$ cat config.mk
export PLATFORM = sky130hd
export DESIGN_NAME = lcd_io_ctrl
export DESIGN_NICKNAME = d
export VERILOG_FILES = /design/src/rtl/lcd_io_ctrl.sv
export SDC_FILE = /design/constraint.sdc
export NUM_CORES = 1
export LEC_CHECK = 0
export ABC_AREA = 1
export CAP_MARGIN = 40
export CORE_ASPECT_RATIO = 1.75
export CORE_UTILIZATION = 45
export DETAILED_ROUTE_END_ITERATION = 8
export GPL_TIMING_DRIVEN = 0
export PLACE_DENSITY = 0.8
export SLEW_MARGIN = 20
export SYNTH_ARGS = -nofsm -noshare
export SYNTH_HDL_FRONTEND = slang
export SYNTH_SLANG_ARGS = --single-unit
$ cat constraint.sdc
create_clock -name clk -period 4 [get_ports clk]
set_clock_uncertainty 0.05 [all_clocks]
set_input_delay 0.8 -clock clk [delete_from_list [all_inputs] [get_ports clk]]
set_output_delay 0.8 -clock clk [all_outputs]
set_load 0.02 [all_outputs]
$ cat src/rtl/lcd_io_ctrl.sv
// LCD output controller: CPU stores to LCD_ADDR are queued and drained through
// a start/finish handshake; STATUS_ADDR exposes queue and error state.
module lcd_io_ctrl #(
  parameter int unsigned DATA_W      = 10,
  parameter int unsigned DEPTH       = 4,
  parameter logic [9:0]  LCD_ADDR    = 10'h3FF,
  parameter logic [9:0]  STATUS_ADDR = 10'h3FE,
  parameter int unsigned TIMEOUT     = 255
) (
  input  logic              clk,
  input  logic              rst,
  input  logic [9:0]        cpu_addr,
  input  logic [31:0]       cpu_wdata,
  input  logic              cpu_we,
  input  logic              cpu_re,
  output logic [31:0]       cpu_rdata,
  output logic              cpu_stall,
  output logic [DATA_W-1:0] lcd_data,
  output logic              start,
  input  logic              finish,
  output logic              go
);

  localparam int unsigned AW = $clog2(DEPTH);
  localparam int unsigned CW = AW + 1;
  localparam int unsigned TW = $clog2(TIMEOUT + 1);

  typedef enum logic [1:0] {
    IDLE    = 2'd0,
    START   = 2'd1,
    RELEASE = 2'd2
  } state_t;

  state_t            state_q, state_d;
  logic [DATA_W-1:0] mem_q [DEPTH];
  logic [DATA_W-1:0] mem_d [DEPTH];
  logic [AW-1:0]     wptr_q, wptr_d, rptr_q, rptr_d;
  logic [CW-1:0]     count_q, count_d;
  logic [TW-1:0]     timer_q, timer_d;
  logic [DATA_W-1:0] lcd_data_q, lcd_data_d;
  logic              err_q, err_d;
  logic              start_q, start_d;
  logic              go_q, go_d;

  logic              lcd_hit_s, status_hit_s, full_s, empty_s, busy_s;
  logic              push_s, pop_s, clr_err_s;
  logic [2:0]        count3_s;
  logic              unused_s;

  assign unused_s = ^cpu_wdata[31:DATA_W];

  // Address decode, queue flags and the push/pop/stall qualifiers.
  always_comb begin
    lcd_hit_s    = (cpu_addr == LCD_ADDR);
    status_hit_s = (cpu_addr == STATUS_ADDR);
    full_s       = (count_q == CW'(DEPTH));
    empty_s      = (count_q == {CW{1'b0}});
    busy_s       = (state_q != IDLE);
    push_s       = cpu_we & lcd_hit_s & ~full_s;
    pop_s        = (state_q == IDLE) & ~empty_s;
    clr_err_s    = cpu_we & status_hit_s & cpu_wdata[3];
    cpu_stall    = cpu_we & lcd_hit_s & full_s;
    count3_s     = 3'(count_q);
  end

  // Status readback; zero unless a load hits the status address.
  always_comb begin
    if (cpu_re && status_hit_s) begin
      cpu_rdata = {25'd0, count3_s, err_q, full_s, empty_s, busy_s};
    end else begin
      cpu_rdata = 32'd0;
    end
  end

  // FIFO storage, pointers and occupancy.
  always_comb begin
    mem_d = mem_q;
    if (push_s) begin
      mem_d[wptr_q] = cpu_wdata[DATA_W-1:0];
      wptr_d        = wptr_q + AW'(1);
    end else begin
      wptr_d = wptr_q;
    end
    if (pop_s) begin
      rptr_d = rptr_q + AW'(1);
    end else begin
      rptr_d = rptr_q;
    end
    case ({push_s, pop_s})
      2'b10:   count_d = count_q + CW'(1);
      2'b01:   count_d = count_q - CW'(1);
      default: count_d = count_q;
    endcase
  end

  // Handshake sequencing; a timeout drops the word and latches err.
  always_comb begin
    state_d    = state_q;
    start_d    = start_q;
    go_d       = 1'b0;
    timer_d    = timer_q;
    lcd_data_d = lcd_data_q;
    if (clr_err_s) begin
      err_d = 1'b0;
    end else begin
      err_d = err_q;
    end
    case (state_q)
      IDLE: begin
        if (pop_s) begin
          lcd_data_d = mem_q[rptr_q];
          start_d    = 1'b1;
          timer_d    = {TW{1'b0}};
          state_d    = START;
        end else begin
          state_d = IDLE;
        end
      end
      START: begin
        if (finish) begin
          start_d = 1'b0;
          state_d = RELEASE;
        end else if (timer_q == TW'(TIMEOUT - 1)) begin
          start_d = 1'b0;
          err_d   = 1'b1;
          state_d = IDLE;
        end else begin
          timer_d = timer_q + TW'(1);
        end
      end
      RELEASE: begin
        if (!finish) begin
          go_d    = 1'b1;
          state_d = IDLE;
        end else begin
          state_d = RELEASE;
        end
      end
      default: begin
        start_d = 1'b0;
        state_d = IDLE;
      end
    endcase
  end

  // State register; reset acts immediately so start drops mid-handshake.
  always_ff @(posedge clk or negedge rst) begin
    if (!rst) begin
      state_q    <= IDLE;
      wptr_q     <= {AW{1'b0}};
      rptr_q     <= {AW{1'b0}};
      count_q    <= {CW{1'b0}};
      timer_q    <= {TW{1'b0}};
      lcd_data_q <= {DATA_W{1'b0}};
      err_q      <= 1'b0;
      start_q    <= 1'b0;
      go_q       <= 1'b0;
      for (int i = 0; i < DEPTH; i++) begin
        mem_q[i] <= {DATA_W{1'b0}};
      end
    end else begin
      state_q    <= state_d;
      wptr_q     <= wptr_d;
      rptr_q     <= rptr_d;
      count_q    <= count_d;
      timer_q    <= timer_d;
      lcd_data_q <= lcd_data_d;
      err_q      <= err_d;
      start_q    <= start_d;
      go_q       <= go_d;
      for (int i = 0; i < DEPTH; i++) begin
        mem_q[i] <= mem_d[i];
      end
    end
  end

  assign lcd_data = lcd_data_q;
  assign start    = start_q;
  assign go       = go_q;

endmodule

==> run_results.csv <==
group,metric,value,unit
clocking,cts_sinks,70,
critical_path,reg2reg_from,"state_q[0]",
sta,setup-tns-final,0,ns
yosys,yosysTopAreaCellShare,44.7,%
pwr,ir_drop,0.395,mV
yosys,ys_warn_count,0,
clocking,clkTransAtPathRegs,0.06,ns
grt,grt_pass1_wl,16.0,mm
pwr,clkPwrFrac,29.2,%
yosys,avgSynthCellArea,8.04,um2
grt,grt.overflow.total,0,
yosys,ys.flop_type,"dfrtp_1",
routing,highest_layer,"met4",
sta,grt_setup_unrepaired,"no",
pwr,p_switching,1.16,mW
routing,dr.pass1.iters,5,
yosys,synth_area,0.00392,mm2
critical_path,cp-startpoint,"cpu_addr[3]",
sta,fmax,0.287,GHz
yosys,synth.distinct_cells,31,
critical_path,arrival,2.64,ns
routing,wirelength,9.66,mm
die,rows,44,
yosys,async_reset_ff_share,100,%
pwr,p_seq_share,29.9,%
routing,remaining_drc_errors,0,
pwr,p_per_area,608,mW/mm2
die,io_pins,92,
routing,routedWlPerCell,14.1,um
critical_path,critPathRequiredTime,3.15,ns
final_layout,area_growth,26.4,%
clocking,clk_latency,0.33,ns
critical_path,reg2reg_setup_slack,1.51,ns
run,cap_violations,0,
critical_path,crit_path_cell_trace,"clkdlybuf4s50_1, nand3_1, nor2_1, nand4_1, nor3_1, clkdlybuf4s50_1",
critical_path,cpPeakStageDelay,0.64,ns
yosys,synth.ff_latch_count,70,
final_layout,layout.nets,626,
critical_path,slowest_stage,"clkdlybuf4s50_1",
routing,wl_met1,3.49,mm
yosys,yosys.area.top_type,"dfrtp_1",
die,fp.dieW,72.5,um
critical_path,critical_path.most_common_cell,"clkdlybuf4s50_1",
die,die_h,125,um
yosys,synth_area_leaders,"dfrtp_1, nand2_1, nor2_1",
sta,worst_slack,0.510,ns
routing,drt_iter0_markers,231,
die,dieArea,0.00909,mm2
clocking,postCtsHoldBufs,0,
sta,slew_headroom,66.3,%
yosys,synth-seq-area-share,44.7,%
place,port_buffers,44,
critical_path,timing.critical_path.from_type,"input pin",
die,core-area,0.00837,mm2
grt,grt_usage,23.1,%
grt,grt_antenna_before_repair,0,
pwr,power_leakage,2.45,nW
routing,via_per_inst,5.09,
routing,wl_met3,523,um
final_layout,layout_commonest_cell,"nand2_1",
pwr,switching_share,38.5,%
critical_path,cp.buffers_inverters,2,
final_layout,final_cell_mix,"nand2_1, nor2_1, dfrtp_1, nand4_1, clkdlybuf4s50_1",
pwr,p_total,3.01,mW
pwr,pwr-share-comb,40.9,%
run_status,status,"complete, no violations",
place,dp_slack,0.498,ns
critical_path,crit_path_end_kind,"output port",
sta,fin_crit_sh,87.2,%
final_layout,antenna_cells,0,
clocking,root_buffer,"clkbuf_16",
routing,via_count,3495,
worst_hold_path,min_path_type,"input pin to async pin",
place,hpwl,7.00,mm
yosys,synthCells,487,
final_layout,drive_gt1_share,13.5,%
sta,period_needed,3.49,ns
clocking,post_cts_resized,0,
sta,final-setup-viol-count,0,
sta,slew_viol_final,0,
clocking,htreeDepth,3,
die,start_util,46.8,%
critical_path,crit_family,"buffers and inverters",
clocking,numCtsBuffers,9,
critical_path,path_max_fanout,7,
clocking,postCtsSetupBuffers,0,
grt,grt_pass1_vias,3423,
clocking,cts_tree,"built",
yosys,synth-edff-count,0,
grt,grt_start_max_net_pins,60,
routing,ant_nets,0,
place,gp_routability_congestion,0.885,
critical_path,critPathKind,"input pin to output port",
pwr,p_int,1.85,mW
routing,wl_met2,5.12,mm
clocking,clk_path_buf_depth,2,
sta,worst_pin_slew,0.505,ns
sta,hold_viol,0,
==> layout make-up <==
class | instances | area (um2)
Buffer | 49 | 348
Clock buffer | 11 | 253
Clock inverter | 5 | 81.3
Fill cell | 754 | 3420
Inverter | 28 | 105
Multi-Input combinational cell | 364 | 1800
Sequential cell | 70 | 1750
Tap cell | 115 | 144
Timing Repair Buffer | 45 | 465
==> routing by layer <==
metal  GRT usage [%]  vias up
met5               0        -
met4            14.6        0
met3            4.51       31
met2            39.1      141
met1            25.9     1622
li1                -     1701
==> cell usage after synthesis, types with 2 or more instances <==
master and n:
o21bai_1 2, nand2_2 4, nor3_1 2, ha_1 11, xor2_1 2, inv_1 28, nand2_1 125, dfrtp_1 70
o21ai_2 3, nor2_4 2, buf_4 26, o21ai_1 2, a21oi_1 12, nand3_4 4, clkbuf_1 6, nand3_1 16
buf_6 5, o21ai_0 28, buf_2 10, nand4_1 43, nor2_1 76
==> metrics by stage <==
step / util (%) / instance area (um2) / std cells / hold WS (ns)
3_5_place_dp: 55.1 / 4610 / 671 / 0.403
3_3_place_gp: 54.8 / 4590 / 670 / 0.398
6_report: 59.1 / 4950 / 687 / 0.262
2_1_floorplan: - / 4010 / 511 / 0.387
5_1_grt: 59.1 / 4950 / 687 / 0.263
4_1_cts: 59.1 / 4950 / 687 / 0.263
==> cells by family (layout without fill, tap and decap cells) <==
kind of cell	Yosys count	in the layout	synth area share (%)
simple gates	276	276	32.3
buf+inv	77	138	11.6
flops	70	70	44.7
compound gates	48	48	6.58
fa+ha+maj	12	12	4.03
xor+xnor	3	3	0.671
other cells	1	25	0.0958
==> state kept, by name, summed over array words and instances, names as in the netlist <==
register  count
rptr_q        2
go            1
count3_s      3
err_q         1
mem_q        40
state_q       2
lcd_data     10
start         1
wptr_q        2
timer_q       8
==> power by group through the flow <==
stage / logic, mW / registers, mW / clock network (mW)
6_report: 1.23 / 0.900 / 0.877
5_1_grt: 1.37 / 0.912 / 0.918
4_1_cts: 1.23 / 0.900 / 0.888
3_5_place_dp: 1.22 / 0.912 / 0
3_3_place_gp: 1.18 / 0.906 / 0
2_1_floorplan: 0.749 / 0.968 / 0
==> worst paths after layout <==
path                            cells after the start           end
worst max-delay path                                6  cpu_rdata[2]
max in group asynchronous                           2     mem_q[32]
worst min register to register                      2     mem_q[14]
worst min-delay path                                1            go
worst max register to register                     11   count3_s[2]
min in group clk                                    2     mem_q[14]
Power figures use the tool's default switching activity.
